==> config.mk <==
export PLATFORM = sky130hd
export DESIGN_NAME = tandy_keyboard_sequencer
export DESIGN_NICKNAME = d
export VERILOG_FILES = /design/src/rtl/tandy_keyboard_sequencer.sv
export SDC_FILE = /design/constraint.sdc
export NUM_CORES = 1
export LEC_CHECK = 0
export ABC_AREA = 1
export BUFFER_PORTS_ARGS = -buffer_cell sky130_fd_sc_hd__buf_4
export CORE_MARGIN = 3
export CORE_UTILIZATION = 55
export DETAILED_ROUTE_END_ITERATION = 6
export GPL_TIMING_DRIVEN = 0
export HOLD_SLACK_MARGIN = 0.03
export PLACE_DENSITY = 0.76
export SLEW_MARGIN = 10
export SYNTH_ARGS = -nofsm -noshare
export SYNTH_HDL_FRONTEND = slang
export SYNTH_SLANG_ARGS = --single-unit
==> constraint.sdc <==
create_clock -name clock -period 2.22 [get_ports clock]
set_input_delay 0.333 -clock clock [delete_from_list [all_inputs] [get_ports clock]]
set_output_delay 0.333 -clock clock [all_outputs]
set_load 0.01 [all_outputs]
==> src/rtl/tandy_keyboard_sequencer.sv <==
// rtl/tandy_keyboard_sequencer.sv - PS/2 set-1 scancode sequencer for the Tandy converter (option macro: TANDY_KBD_OVERRUN_CODE_EN)
module tandy_keyboard_sequencer #(
    parameter int FIFO_DEPTH      = 16,
    parameter int IRQ_HIGH_CYCLES = 2,
    parameter int IRQ_LOW_CYCLES  = 2
) (
    input  logic       clock,
    input  logic       reset_n,
    input  logic [7:0] ps2_data,
    input  logic       ps2_valid,
    output logic [7:0] conv_scancode,
    output logic       conv_irq,
    input  logic [7:0] conv_data,
    output logic [7:0] kbd_data,
    output logic       kbd_irq,
    input  logic       kbd_ack,
    input  logic       kbd_flush,
    output logic       overflow
);

    localparam int AW = $clog2(FIFO_DEPTH);
    localparam int MAX_CYC = (IRQ_HIGH_CYCLES > IRQ_LOW_CYCLES) ? IRQ_HIGH_CYCLES : IRQ_LOW_CYCLES;
    localparam int CW = $clog2(MAX_CYC);
    localparam logic [CW-1:0] HI_LAST = CW'(IRQ_HIGH_CYCLES - 1);
    localparam logic [CW-1:0] LO_LAST = CW'(IRQ_LOW_CYCLES - 1);

    typedef enum logic [2:0] {
        S_IDLE,
        S_DRIVE_HI,
        S_DRIVE_LO,
        S_DELIVER,
        S_WAIT_ACK
    } state_t;

    // Raw scancode FIFO; pointers carry one extra wrap bit to tell full from empty
    logic [7:0]  fifo_mem [FIFO_DEPTH];
    logic [AW:0] wr_ptr_q, rd_ptr_q;
    logic        fifo_empty, fifo_full, fifo_pop, fifo_push, push_drop;

    state_t        state_q, state_d;
    logic [CW-1:0] cnt_q, cnt_d;
    logic [7:0]    scancode_q, scancode_d;
    logic          conv_irq_q, conv_irq_d;
    logic [7:0]    capture_q, capture_d;
    logic [7:0]    kbd_data_q, kbd_data_d;
    logic          kbd_irq_q, kbd_irq_d;
    logic          overflow_q, overflow_d;
`ifdef TANDY_KBD_OVERRUN_CODE_EN
    logic          ovr_pend_q, ovr_pend_d;
`endif

    assign fifo_empty = (wr_ptr_q == rd_ptr_q);
    assign fifo_full  = (wr_ptr_q[AW] != rd_ptr_q[AW]) &&
                        (wr_ptr_q[AW-1:0] == rd_ptr_q[AW-1:0]);

    // The FSM only consumes in IDLE; a flush cancels both the pop and any push that cycle
    assign fifo_pop  = (state_q == S_IDLE) && !fifo_empty && !kbd_flush;
    assign fifo_push = ps2_valid && !kbd_flush && (!fifo_full || fifo_pop);
    assign push_drop = ps2_valid && !kbd_flush && fifo_full && !fifo_pop;

    // FIFO storage write; contents need no reset because the pointers gate visibility
    always_ff @(posedge clock) begin
        if (fifo_push) begin
            fifo_mem[wr_ptr_q[AW-1:0]] <= ps2_data;
        end
    end

    // FIFO pointers, cleared by reset and by flush
    always_ff @(posedge clock or negedge reset_n) begin
        if (!reset_n) begin
            wr_ptr_q <= '0;
            rd_ptr_q <= '0;
        end else if (kbd_flush) begin
            wr_ptr_q <= '0;
            rd_ptr_q <= '0;
        end else begin
            if (fifo_push) wr_ptr_q <= wr_ptr_q + 1'b1;
            if (fifo_pop)  rd_ptr_q <= rd_ptr_q + 1'b1;
        end
    end

    // Sequencer next-state: replay each byte as an IRQ pulse pair, then hand it to the CPU
    always_comb begin
        state_d    = state_q;
        cnt_d      = cnt_q;
        scancode_d = scancode_q;
        capture_d  = capture_q;
        kbd_data_d = kbd_data_q;
        kbd_irq_d  = kbd_irq_q;
        overflow_d = overflow_q | push_drop;
`ifdef TANDY_KBD_OVERRUN_CODE_EN
        ovr_pend_d = ovr_pend_q | push_drop;
`endif
        case (state_q)
            S_IDLE: begin
                if (fifo_pop) begin
                    scancode_d = fifo_mem[rd_ptr_q[AW-1:0]];
                    cnt_d      = '0;
                    state_d    = S_DRIVE_HI;
                end
`ifdef TANDY_KBD_OVERRUN_CODE_EN
                else if (fifo_empty && ovr_pend_q) begin
                    // Overrun marker bypasses the converter entirely
                    kbd_data_d = 8'hFF;
                    kbd_irq_d  = 1'b1;
                    ovr_pend_d = 1'b0;
                    state_d    = S_WAIT_ACK;
                end
`endif
            end
            S_DRIVE_HI: begin
                if (cnt_q == HI_LAST) begin
                    capture_d = conv_data;
                    cnt_d     = '0;
                    state_d   = S_DRIVE_LO;
                end else begin
                    cnt_d = cnt_q + 1'b1;
                end
            end
            S_DRIVE_LO: begin
                if (cnt_q == LO_LAST) begin
                    cnt_d = '0;
                    // E0 only arms the converter; it is never shown to the CPU
                    state_d = (scancode_q == 8'hE0) ? S_IDLE : S_DELIVER;
                end else begin
                    cnt_d = cnt_q + 1'b1;
                end
            end
            S_DELIVER: begin
                kbd_data_d = capture_q;
                kbd_irq_d  = 1'b1;
                state_d    = S_WAIT_ACK;
            end
            S_WAIT_ACK: begin
                if (kbd_ack) begin
                    kbd_irq_d = 1'b0;
                    state_d   = S_IDLE;
                end
            end
            default: state_d = S_IDLE;
        endcase
        if (kbd_flush) begin
            state_d    = S_IDLE;
            cnt_d      = '0;
            kbd_irq_d  = 1'b0;
            overflow_d = 1'b0;
`ifdef TANDY_KBD_OVERRUN_CODE_EN
            ovr_pend_d = 1'b0;
`endif
        end
        // Registered IRQ decode keeps the converter's clock-like input glitch-free
        conv_irq_d = (state_d == S_DRIVE_HI);
    end

    // Sequencer state and output registers
    always_ff @(posedge clock or negedge reset_n) begin
        if (!reset_n) begin
            state_q    <= S_IDLE;
            cnt_q      <= '0;
            scancode_q <= 8'h00;
            conv_irq_q <= 1'b0;
            capture_q  <= 8'h00;
            kbd_data_q <= 8'h00;
            kbd_irq_q  <= 1'b0;
            overflow_q <= 1'b0;
        end else begin
            state_q    <= state_d;
            cnt_q      <= cnt_d;
            scancode_q <= scancode_d;
            conv_irq_q <= conv_irq_d;
            capture_q  <= capture_d;
            kbd_data_q <= kbd_data_d;
            kbd_irq_q  <= kbd_irq_d;
            overflow_q <= overflow_d;
        end
    end

`ifdef TANDY_KBD_OVERRUN_CODE_EN
    // Pending-overrun flag: one FFh per overflow episode
    always_ff @(posedge clock or negedge reset_n) begin
        if (!reset_n) begin
            ovr_pend_q <= 1'b0;
        end else begin
            ovr_pend_q <= ovr_pend_d;
        end
    end
`endif

    assign conv_scancode = scancode_q;
    assign conv_irq      = conv_irq_q;
    assign kbd_data      = kbd_data_q;
    assign kbd_irq       = kbd_irq_q;
    assign overflow      = overflow_q;

endmodule

# Word-level counts from Yosys, hierarchy flattened
# Memory sizes are Yosys's and may differ from the RTL's. A register that Yosys moved wholly into a read port is not among the register bits.
# Cells that the tools add are included.
# word_totals
register_bits,33
mem_bits_rw,128
input_bits,21
out_inout_bits,19
wordCells,69
memories,1
# mem_list
memory,words,word_bits,read_ports,rd_ports_with_merged_regs,wr,line,text
fifo_mem,16,8,1,1,1,36,logic [7:0] fifo_mem [FIFO_DEPTH];
# op_classes
n_addsub,3
eq_ne,11
n_mux,21
bitwise_logic,1
n_reduce_logical,23
# ops
cell,n
5-bit two-way mux,4
3-bit two-way mux,5
3-bit one-hot mux with 5 select lines,1
5-bit by 1-bit adder with 5-bit output (second input constant),2
8-bit == test (second input constant),1
1-bit two-way mux,8
2-bit AND reduction,4
1-bit logical AND,7
3-bit by 1-bit == test with 1-bit output (second input constant),2
3-bit by 2-bit == test with 1-bit output (second input constant),2
3-bit != test (second input constant),2
3-bit nonzero test,2
5-bit == test,1
1-bit zero test,5
4-bit == test,1
1-bit one-hot mux with 2 select lines,2
2-bit nonzero test,2
3-bit == test (second input constant),1
3-bit zero test,1
2-bit two-way mux,1
2-bit OR reduction,1
1-bit adder (second input constant),1
1-bit logical OR,1
1-bit != test,1
1-bit OR,1

# Logic depth before layout (Yosys ltp)
# Gate-level depths: netlist of the first run.
# logic_depth
depth_word,8
mapped_depth,12
mapped_depth_nobuf,11

# Least setup slack after synthesis of the first run
# No wires, ideal clock.
# synth_path
kind,register to register
from,register state_q[1]
to,memory fifo_mem[12][0] (enable)
setup_time_ns,0.383
t_arrival_ns,1.729
t_required_ns,1.837
setup_slack_ns,0.108
stages_incl_launch_ff,7
n_path_buf,1
synth_period_minus_slack_ns,2.112
cell_sequence,dfrtp_1 > nor2_1 > nand2_1 > o211ai_4 > nand2_4 > buf_6 > nor3_1
# synth_via
elab_chain_len,7
# synth_lines
item,line,text
start: declaration,40,"state_t state_q, state_d;"
start signal: assignment,167,state_q <= state_d;
3-bit zero test,57,assign fifo_pop = (state_q == S_IDLE) && !fifo_empty && !kbd_flush;
1-bit logical AND (2 in a row),57,
1-bit logical OR,58,assign fifo_push = ps2_valid && !kbd_flush && (!fifo_full || fifo_pop);
1-bit logical AND,58,
1-bit two-way mux,63,if (fifo_push) begin
1-bit two-way mux (not written as such),64,fifo_mem[wr_ptr_q[AW-1:0]] <= ps2_data;
end: declaration,36,
# No other way between the ends.

# Worst setup path after layout of the first run
# layout_path
from,register wr_ptr_q[1]
to,memory fifo_mem[7][5] (enable)
# layout_via
elab_chain_len,8
elab_cells_between_ends,11
cone_classes,eq/ne (2); mux (2); reduce/logical (7)
# layout_lines
item,line,text
start: declaration,37,"logic [AW:0] wr_ptr_q, rd_ptr_q;"
start signal: assignment,77,if (fifo_push) wr_ptr_q <= wr_ptr_q + 1'b1;
5-bit == test,52,assign fifo_empty = (wr_ptr_q == rd_ptr_q);
1-bit zero test,57,
1-bit logical AND (2 in a row),57,
1-bit logical OR,58,
1-bit logical AND,58,
1-bit two-way mux,63,
1-bit two-way mux (not written as such),64,
# Several ways; a longest one is shown, not always the timed one.

==> summary.txt, run 1 <==
=====================================================================================
Post-Route Hold Slack                                                       0.0749 ns
Busiest grt layer                                                                met2
Detail-routed net length per standard cell                                    18.8 µm
Final cell count without fillers                                                  880
Final setup viols                                                                  16
Fraction of power consumed by combinational cells                               24.8%
Clock tree from TritonCTS                                                         yes
Area of the core                                                            12300 µm²
Clk Latency, worst-skew pair                                                  0.43 ns
Cell types occupying the most area after synthesis                       edfxtp_1 (54%), dfrtp_1 (14%), nor2_1 (6.1%), nand2_1 (5.1%), o21ai_0 (5.1%)
Antenna-violating nets left                                                         0
Cell family contributing the most delay on the critical path             simple AND/OR/NAND/NOR gates
Global routing usage on met2                                                    38.8%
Source of the worst register-to-register timing path                      wr_ptr_q[1]
Status                                                                   finished, violations left
I/O pin total                                                                      40
Final max-slew violation count                                                      0
Cell area power density                                                   1080 nW/µm²
Register share of total power                                                   41.7%
Initial antenna violation count                                                     0
Unique masters post-synth                                                          28
Height of the die                                                              120 µm
CP Max Fanout                                                                      10
Total wire length                                                            16600 µm
Leakage power figure                                                          3.38 nW
Crit path DAT                                                                 2.32 ns
Post-route setup TNS                                                        -0.249 ns
CTS Buf Count                                                                      17
Cells after synthesis                                                             631
Sw Share                                                                        31.0%
Number of detailed-routing iterations run before antenna repair                     5
Sum of buffers and inverters on the critical path                                   1
Vias in the first global route                                                   4900
Clk pwr share                                                                   33.5%
Initial DRC count                                                                 617
Placed Cells incl. Taps                                                           838
Number of max-capacitance violations reported                                       0
Clock Skews                                                                0.00847 ns
P_sw                                                                        0.00285 W
Starting density of the core                                                    57.7%
Worst setup slack after layout                                             -0.0208 ns
Post-layout min period                                                        2.24 ns
Sequential element share of the synthesized area                                68.6%
Cell Area, Synth                                                             7100 µm²
Global routing usage on met1                                                    29.0%
Overflow left after global routing                                                  0
Wire length of the first global-routing pass                                 25100 µm
Max Freq                                                                      446 MHz
Half-perimeter wire length after detailed placement                          10500 µm
Violations in the final reports                                          negative setup slack
Rel. slew slack                                                                 54.9%
RSZ-0062 raised after global routing                                             true
Fraction of final layout cells with drive strength greater than 1               19.5%
Number of sinks handled by clock tree synthesis                                   169
Flop and latch count out of synthesis                                             169
Die boundary width                                                             120 µm
Syn Nets                                                                          657
GR Util met3                                                                    6.69%
Most area-hungry cell type in the Yosys netlist                              edfxtp_1
Share of the core filled with cells in the final layout                         69.5%
Most frequent cells in the layout                                        edfxtp_1 (128), nor2_1 (113), nand2_1 (97)
Number of warnings issued by yosys                                                  0
Cell with the most instances on the worst path                                nand2_1
Number of placement rows                                                           40
Number of remaining DRC errors                                                      0
Final Hold Fails                                                                    0
Vias                                                                             5023
Fraction of the cycle the final worst path needs                                 101%
Origin of the worst setup path                                            wr_ptr_q[1]
All-Layer GR Usage                                                              23.3%
Worst endpoint required time                                                  2.29 ns
Maximum single-stage delay on the critical path                               0.47 ns
Gpl congestion                                                                  0.925
Type of the tightest min-delay check                                     primary input to flip-flop
Worst-path cell with the longest stage delay                                   nor2_2
Peak supply drop                                                             0.728 mV
Launch point of the worst hold path                                           kbd_ack
CTS HTree Levels                                                                    4
N_diodes                                                                            0
Share of the synthesized area in the top cell type                              54.1%
Internal portion of total power                                             0.00636 W
Cells along the critical path                                            inv_1 > nand2_1 > nand2_1 > nand2_1 > nor2_2 > o211ai_4 > nand3_1 > nor2_2
Maximum number of pins on one net before global-route repair                       42
Area of the die                                                             14300 µm²
Clock buffer depth                                                                  2
Mean cell area of the mapped netlist                                         11.3 µm²
Final net count                                                                   725
Most frequent standard cell in the layout excluding fill and tap cells       edfxtp_1
Buffer cell driving the clock tree root                                     clkbuf_16
Clock transition at the registers of the reported paths                       0.07 ns
Worst Setup Path Type                                                    flip-flop to flip-flop
Transition time of the tightest slew-check pin                               0.673 ns
Number of buffers inserted by port buffering                                       39
Area growth, synth to finish                                                    20.6%
Critical path capture point type                                            flip-flop
Post-DR vias/cell                                                                5.71
Launching element type of the critical path                                 flip-flop
=====================================================================================
==> kinds of logic after synthesis <==
logic type,count (synthesis),share of synthesized area (%)
AO/OA/AOI/OAI,113,8.79
XOR/XNOR,6,0.740
adder cells (fa/ha/maj),5,0.881
buffers and inverters,68,4.41
flip-flops,169,68.6
multiplexers,12,1.90
AND/OR/NAND/NOR,258,14.7
==> metal layers <==
layer	routed length, µm	vias to the layer above	part of all wire, %
met3	1560	65	9.4
met5	0	-	0
met2	8160	269	49
li1	-	2311	-
met4	601	0	3.6
met1	6240	2378	38
==> path summary, 6_finish.rpt <==
path	endpoint	slack, ns	depth (start not counted)
setup / recovery	fifo_mem[7][5]	-0.02	8
hold / removal	kbd_irq	0.07	2
setup reg to reg	fifo_mem[7][5]	-0.02	8
hold reg to reg	kbd_data[7]	0.49	2
max in group asynchronous	overflow	1.44	2
min in group asynchronous	kbd_data[5]	0.44	2
==> through the flow <==
step	power, W	area (µm²)	setup WS, ns
floorplan	0.00527	7100	0.108
finish	0.00921	8560	-0.0208
global route	0.00967	8560	-0.176
detailed placement	0.00609	7610	-0.481
global placement	0.00601	7600	-0.453
CTS	0.00917	8360	0.00729
==> flip-flops by register name (all words and copies together) (netlist names), 3 cells and up <==
| name | cells |
|---|---|
| capture_q | 8 |
| fifo_mem | 128 |
| state_q | 3 |
| wr_ptr_q | 5 |
| rd_ptr_q | 5 |
| conv_scancode | 8 |
| kbd_data | 8 |
==> cell type report <==
type | instances | area (µm²)
inverter | 41 | 154
clock buffer | 17 | 425
clock inverter | 15 | 201
timing repair buffer | 49 | 483
fill | 871 | 3750
sequential | 169 | 4870
multi-input combinational | 394 | 2060
buffer | 27 | 159
tap | 168 | 210
==> power by group through the flow <==
stage	logic (W)	registers, W	clock network [W]
after global routing	0.00254	0.00387	0.00327
after detailed placement	0.00219	0.00390	0
after floorplan	0.00135	0.00392	0
final	0.00229	0.00384	0.00308
after global placement	0.00213	0.00388	0
after CTS	0.00223	0.00384	0.00311
==> what timing repair did <==
item	CTS	global route
pin swaps	0	9
endpoints found under the setup margin	116	112
resized for setup	22	3
hold buffers	1	0
endpoints found under the hold margin	41	0
setup buffers	0	9
==> synthesized netlist by cell type <==
master and number:
o211ai_4 1, nand3_1 20, edfxtp_1 128, nand2_4 1, xor2_1 3, mux2_2 12, ha_1 5, nor2_1 116
nor3_1 14, clkbuf_1 4, buf_2 16, buf_4 4, or2_2 1, o211ai_1 16, nand2_1 97, nand4_1 5
nor2_2 2, dfrtp_1 41, a21oi_1 6, buf_6 3, xnor2_1 3, o21ai_0 72, clkinv_1 3, inv_2 3
inv_1 35, a211oi_1 1, o21ai_1 17, nand2_2 2
Power figures use the tool's default switching activity.
==> run 2, diff against run 1 <==
- REMOVE_ABC_BUFFERS: not set -> 1
==> run 2 against run 1 <==
Net effect:
- the run still ends with negative setup slack left
- power fell by 4.0%
- via count rose by 3.4%
- hold slack improved by 0.024 ns
- design area rose by 2.0%
- maximum frequency barely moved
- clock skew barely moved
- setup slack improved by 0.00056 ns
- core utilization rose by 1.4 points
- combinational power rose by 6%
- sequential share of layout area fell by 1.0 points
- sequential power rose by 1%
- critical endpoint is now fifo_mem[13][0]
- highest routed layer unchanged
==> summary.txt, run 2 (synthesized netlist as in run 1, its figures left out) <==
=====================================================================================
Source of the worst register-to-register timing path                      rd_ptr_q[0]   was wr_ptr_q[1]
Buffer cell driving the clock tree root                                     clkbuf_16   unchanged
CP Max Fanout                                                                      12   was 10
Leakage power figure                                                          3.41 nW   was 3.38 nW
Die boundary width                                                             120 µm   unchanged
Fraction of the cycle the final worst path needs                                 101%   about the same
Half-perimeter wire length after detailed placement                           9130 µm   was 10500 µm
Cells on Worst Hold Path                                                            2   unchanged
Global routing usage on met1                                                    30.9%   was 29.0%
Terminus of the critical flop-to-flop path                               fifo_mem[13][0]   was fifo_mem[7][5]
Height of the die                                                              120 µm   unchanged
Most frequent cells in the layout                                        edfxtp_1 (128), nor2_1 (113), nand2_1 (95)   was edfxtp_1 (128), nor2_1 (113), nand2_1 (97)
Initial DRC count                                                                 627   was 617
Final Hold Fails                                                                    0   unchanged
CTS Buf Count                                                                      17   unchanged
Busiest grt layer                                                                met2   unchanged
Final net count                                                                   728   was 725
Origin of the worst setup path                                            rd_ptr_q[0]   was wr_ptr_q[1]
Cell area power density                                                   1010 nW/µm²   was 1080 nW/µm²
CTS HTree Levels                                                                    4   unchanged
Number of placement rows                                                           40   unchanged
Cells along the critical path                                            buf_12 > nand2_1 > nand2_1 > nand2_2 > nor2_4 > o211ai_4 > nand2_4 > nor3_4 > buf_12   was inv_1 > nand2_1 > nand2_1 > nand2_1 > nor2_2 > o211ai_4 > nand3_1 > nor2_2
Clock Skews                                                                0.00825 ns   was 0.00847 ns
Filler Cell Count                                                                 815   was 871
GR Util met3                                                                    6.31%   was 6.69%
Number of buffers inserted by port buffering                                       39   unchanged
All-Layer GR Usage                                                              24.9%   was 23.3%
Internal reg-to-reg setup slack                                              -0.02 ns   about the same
Worst-path cell with the longest stage delay                                  dfrtp_4   was nor2_2
End point of the critical path                                           fifo_mem[13][0]   was fifo_mem[7][5]
Type of the tightest min-delay check                                     primary input to flip-flop   unchanged
Clock transition at the registers of the reported paths                       0.06 ns   was 0.07 ns
Initial antenna violation count                                                     0   unchanged
Post-layout min period                                                        2.24 ns   about the same
Worst endpoint required time                                                  2.37 ns   was 2.29 ns
Transition time of the tightest slew-check pin                               0.656 ns   was 0.673 ns
Flip-flop count of the largest register after layout                              128   unchanged
Most frequent standard cell in the layout excluding fill and tap cells       edfxtp_1   unchanged
Final setup viols                                                                  14   was 16
Design Power                                                                0.00884 W   was 0.00921 W
Starting density of the core                                                    57.7%   unchanged
Maximum single-stage delay on the critical path                               0.59 ns   was 0.47 ns
Clock tree from TritonCTS                                                         yes   unchanged
Gpl congestion                                                                  0.867   was 0.925
Detail-routed net length per standard cell                                    20.7 µm   was 18.8 µm
Rel. slew slack                                                                 56.1%   was 54.9%
Fraction of final layout cells with drive strength greater than 1               20.6%   was 19.5%
Number of max-capacitance violations reported                                       0   unchanged
Status                                                                   finished, violations left   unchanged
Post-DR vias/cell                                                                5.90   was 5.71
Worst setup slack after layout                                             -0.0203 ns   was -0.0208 ns
Area of the die                                                             14300 µm²   unchanged
Vias in the first global route                                                   4886   was 4900
Wire length of the first global-routing pass                                 26700 µm   was 25100 µm
Register-to-Register Path Depth                                                     9   was 8
Area of the core                                                            12300 µm²   unchanged
Antenna-violating nets left                                                         0   unchanged
Global routing usage on met2                                                    42.5%   was 38.8%
Maximum number of pins on one net before global-route repair                       68   was 42
Area growth, synth to finish                                                    23.0%   was 20.6%
Clock buffer depth                                                                  2   unchanged
Area after DPL                                                               7520 µm²   was 7610 µm²
Crit path DAT                                                                 2.39 ns   was 2.32 ns
Max Freq                                                                      446 MHz   about the same
Number of remaining DRC errors                                                      0   unchanged
Worst Setup Path Type                                                    flip-flop to flip-flop   unchanged
N_diodes                                                                            0   unchanged
Clk Latency, worst-skew pair                                                  0.43 ns   about the same
Final max-slew violation count                                                      0   unchanged
Overflow left after global routing                                                  0   unchanged
Vias                                                                             5196   was 5023
Total wire length                                                            18200 µm   was 16600 µm
Post-layout instance area                                                    8730 µm²   was 8560 µm²
Critical path capture point type                                            flip-flop   unchanged
I/O pin total                                                                      40   unchanged
Peak supply drop                                                             0.628 mV   was 0.728 mV
Number of detailed-routing iterations run before antenna repair                     5   unchanged
Violations in the final reports                                          negative setup slack   unchanged
Number of sinks handled by clock tree synthesis                                   169   unchanged
Launching element type of the critical path                                 flip-flop   unchanged
=====================================================================================
## run 2: cell types whose count changed in the layout (fill, tap and decap cells not counted), sizes merged
| cell | change |
|---|---|
| nand2 | +1 |
| inv | -1 |
| bufbuf | +1 |
| o211ai | +1 |
| clkbuf | -1 |
| bufinv | -4 |
| clkinvlp | -4 |
| clkinv | +7 |
## run 2: layer usage
layer,vias up,routed length [µm]
met5,-,0
met4,0,523
met3,54,1630
met2,298,9240
met1,2526,6810
li1,2318,-
## run 2: power breakdown
part / switching [W] / internal [W]
clock: 0.00115 / 0.00139
sequential: 0.000208 / 0.00367
combinational: 0.00149 / 0.000936
## run 2: worst max-delay path, delay by kind of cell, from the launching register on
kind / cells / cell delay [ns]
AOI/OAI and AO/OA: 1 / 0.19
DFF: 1 / 0.59
and+or+nand+nor: 6 / 0.80
buffers and inverters: 2 / 0.36
## run 2: final cells by class
type,count,area [µm²],share of cell area (%)
clock buffers,18,429,4.91
inverters,41,184,2.11
repair buffers,75,813,9.31
flip-flops and latches,169,4880,55.8
clock inverters,11,61.3,0.702
multi-input cells,396,2140,24.5
well taps,168,210,2.41
repair inverters,2,22.5,0.258
## run 2: per-stage QoR
step	setup WS [ns]	utilization [%]	hold slack (ns)	std cells	setup TNS, ns
floorplan	-1.21	-	0.0374	604	-156.92
global route	-0.0524	70.9	0.0892	880	-1.84
detailed placement	-1.25	61.1	0.342	813	-125.15
global placement	-2.98	60.5	0.330	811	-389.14
CTS	0.0122	69.5	0.0865	867	0
finish	-0.0203	70.9	0.0986	880	-0.165
## run 2: worst min path at each step
stage,start,endpoint
floorplan,reset_n,capture_q[0]
global placement,reset_n,capture_q[5]
finish,kbd_ack,kbd_irq
CTS,kbd_ack,kbd_irq
detailed placement,reset_n,kbd_data[5]
global route,kbd_ack,kbd_irq
## run 2: timing repair
item	CTS	global route
setup buffers	22	8
endpoints found under the setup margin	150	130
hold buffers	1	0
cloned	2	5
endpoints found under the hold margin	41	0
pin swaps	17	6
gates resized for setup	34	6
==> run 3, diff against run 2 <==
- CORE_ASPECT_RATIO: not set -> 0.6
- SETUP_SLACK_MARGIN: not set -> 0.15
- SLEW_MARGIN: 10 -> not set
==> run 3 against run 2 <==
Net effect:
- the flow now finishes without violations
- power increased by 7.0%
- maximum frequency increased by 8.1%
- sequential share of layout area decreased by 0.74 points
- count of clock-buffer cells in the layout increased by 4
- critical path type unchanged
- highest routed layer unchanged
==> summary.txt, run 3 (synthesized netlist as in run 1, its figures left out) <==
=====================================================================================
Status                                                                   finished, final reports clean   was finished, violations left
Place WS                                                                     -1.55 ns   was -1.25 ns
Height of the die                                                             94.0 µm   was 120 µm
Transition time of the tightest slew-check pin                               0.611 ns   was 0.656 ns
Leakage power figure                                                          3.48 nW   was 3.41 nW
CP Max Fanout                                                                      11   was 12
Half-perimeter wire length after detailed placement                          10000 µm   was 9130 µm
Initial antenna violation count                                                     0   unchanged
Peak supply drop                                                             0.620 mV   was 0.628 mV
Cells on Worst Hold Path                                                            2   unchanged
Internal reg-to-reg setup slack                                               0.15 ns   was -0.02 ns
Final net count                                                                   727   was 728
Worst setup slack after layout                                               0.148 ns   was -0.0203 ns
Wire length of the first global-routing pass                                 28400 µm   was 26700 µm
Max Freq                                                                      483 MHz   was 446 MHz
Number of detailed-routing iterations run before antenna repair                     5   unchanged
Die boundary width                                                             153 µm   was 120 µm
Critical path capture point type                                            flip-flop   unchanged
I/O pin total                                                                      40   unchanged
Type of the tightest min-delay check                                     primary input to flip-flop   unchanged
Vias in the first global route                                                   5124   was 4886
Post-layout min period                                                        2.07 ns   was 2.24 ns
Source of the worst register-to-register timing path                      rd_ptr_q[1]   was rd_ptr_q[0]
Number of remaining DRC errors                                                      0   unchanged
Number of buffers inserted by port buffering                                       39   unchanged
Area of the core                                                            12300 µm²   about the same
Hold-critical path endpoint                                                   kbd_irq   unchanged
Number of sinks handled by clock tree synthesis                                   169   unchanged
Vias                                                                             5342   was 5196
Launch point of the worst hold path                                           kbd_ack   unchanged
Maximum number of pins on one net before global-route repair                       42   was 68
Final setup viols                                                                   0   was 14
Terminus of the critical flop-to-flop path                               fifo_mem[5][4]   was fifo_mem[13][0]
Total wire length                                                            19700 µm   was 18200 µm
Starting density of the core                                                    57.6%   was 57.7%
Flip-flop count of the largest register after layout                              128   unchanged
Clk pwr share                                                                   31.5%   was 28.7%
Worst Setup Path Type                                                    flip-flop to flip-flop   unchanged
Clock Skews                                                                0.00835 ns   was 0.00825 ns
Clock buffer depth                                                                  2   unchanged
RSZ-0062 raised after global routing                                            false
Clock tree from TritonCTS                                                         yes   unchanged
Detail-routed net length per standard cell                                    22.4 µm   was 20.7 µm
Number of max-capacitance violations reported                                       0   unchanged
Placed Cells incl. Taps                                                           810   was 813
Worst endpoint required time                                                  2.36 ns   was 2.37 ns
Clock transition at the registers of the reported paths                       0.07 ns   was 0.06 ns
Share of the core filled with cells in the final layout                         71.8%   was 70.9%
Fraction of the cycle the final worst path needs                                93.3%   was 101%
Area growth, synth to finish                                                    24.7%   was 23.0%
Buffer cell driving the clock tree root                                     clkbuf_16   unchanged
Clk Latency, worst-skew pair                                                  0.43 ns   about the same
Sw Share                                                                        32.5%   was 32.2%
Number of placement rows                                                           31   was 40
Area of the die                                                             14400 µm²   was 14300 µm²
Final Hold Fails                                                                    0   unchanged
Fraction of final layout cells with drive strength greater than 1               21.3%   was 20.6%
Initial DRC count                                                                 779   was 627
CTS Buf Count                                                                      17   unchanged
Overflow left after global routing                                                  0   unchanged
Rel. slew slack                                                                 59.1%   was 56.1%
Most frequent cells in the layout                                        edfxtp_1 (128), nor2_1 (113), nand2_1 (95)   unchanged
P_sw                                                                        0.00307 W   was 0.00285 W
Cell area power density                                                   1070 nW/µm²   was 1010 nW/µm²
Register share of total power                                                   40.8%   was 43.9%
Design Power                                                                0.00947 W   was 0.00884 W
Register-to-Register Path Depth                                                    11   was 9
Final max-slew violation count                                                      0   unchanged
Most frequent standard cell in the layout excluding fill and tap cells       edfxtp_1   unchanged
All-Layer GR Usage                                                              26.9%   was 24.9%
Fraction of power consumed by combinational cells                               27.7%   was 27.4%
Antenna-violating nets left                                                         0   unchanged
Gpl congestion                                                                  0.887   was 0.867
N_diodes                                                                            0   unchanged
CTS HTree Levels                                                                    4   unchanged
Final cell count without fillers                                                  879   was 880
Crit path DAT                                                                 2.22 ns   was 2.39 ns
Internal portion of total power                                             0.00639 W   was 0.00600 W
Post-DR vias/cell                                                                6.08   was 5.90
Launching element type of the critical path                                 flip-flop   unchanged
=====================================================================================
-- run 3: changes by cell type in the layout (fill, tap and decap cells not counted), moves of 2 or more --
cell and change:
clkinv_2 -5, inv_6 +5, buf_4 -4, clkbuf_16 +4
buf_6 +3, inv_4 +3, clkinv_1 -2, inv_8 -2
-- run 3: timing repair --
item	4_1_cts	5_1_grt
hold buffers	1	0
pin swaps	15	10
gates resized for setup	41	12
setup endpoints to repair	150	140
setup buffers	24	6
cloned	4	2
hold endpoints to repair	41	0
-- run 3: worst max-delay path by stage --
stage                      from              to  slack, ns  cells after the start
global route        rd_ptr_q[1]  fifo_mem[5][1]        0.1                     11
finish              rd_ptr_q[1]  fifo_mem[5][4]       0.15                     11
CTS                 rd_ptr_q[0]  fifo_mem[3][3]       0.15                      8
global placement    rd_ptr_q[0]  fifo_mem[8][1]      -3.06                      8
floorplan           rd_ptr_q[0]  fifo_mem[0][0]      -1.21                      8
detailed placement  rd_ptr_q[0]  fifo_mem[8][7]      -1.55                      9
-- run 3: metrics by stage --
step | setup TNS (ns) | hold slack (ns) | instance area [µm²]
2_1_floorplan | -156.92 | 0.0374 | 6940
3_3_place_gp | -402.21 | 0.329 | 7440
3_5_place_dp | -183.95 | 0.341 | 7480
4_1_cts | 0 | 0.0821 | 8710
5_1_grt | 0 | 0.0849 | 8850
6_report | 0 | 0.0821 | 8850
-- run 3: layout make-up --
class / instances / area (µm²)
clock buffers: 22 / 529
inverters: 41 / 174
repair buffers: 76 / 865
clock inverters: 10 / 73.8
multi-input cells: 394 / 2110
repair inverters: 2 / 17.5
well taps: 165 / 206
flip-flops and latches: 169 / 4880
fillers: 767 / 3480
-- run 3: critical path, cell delays in order, from the launching register on --
cell and delay (ns):
dfrtp_4 0.45, buf_12 0.14, inv_1 0.09, nand2_1 0.08, nand2_1 0.07, nand2_2 0.10, nor2_4 0.05, o211ai_4 0.15
nand2_8 0.10, buf_12 0.18, nor3_4 0.21, buf_4 0.18
-- run 3: power by group through the flow --
stage / Combinational [W] / Clock [W] / Sequential, W
2_1_floorplan: 0.00108 / 0 / 0.00405
3_3_place_gp: 0.00167 / 0 / 0.00411
3_5_place_dp: 0.00193 / 0 / 0.00400
4_1_cts: 0.00237 / 0.00295 / 0.00385
5_1_grt: 0.00283 / 0.00314 / 0.00389
6_report: 0.00262 / 0.00298 / 0.00386
-- run 3: layer usage --
| layer | track usage, % | wire length, µm |
|---|---|---|
| met5 | 0 | 0 |
| met4 | 10.3 | 926 |
| met3 | 7.13 | 2370 |
| met2 | 41.3 | 8750 |
| met1 | 37.5 | 7640 |
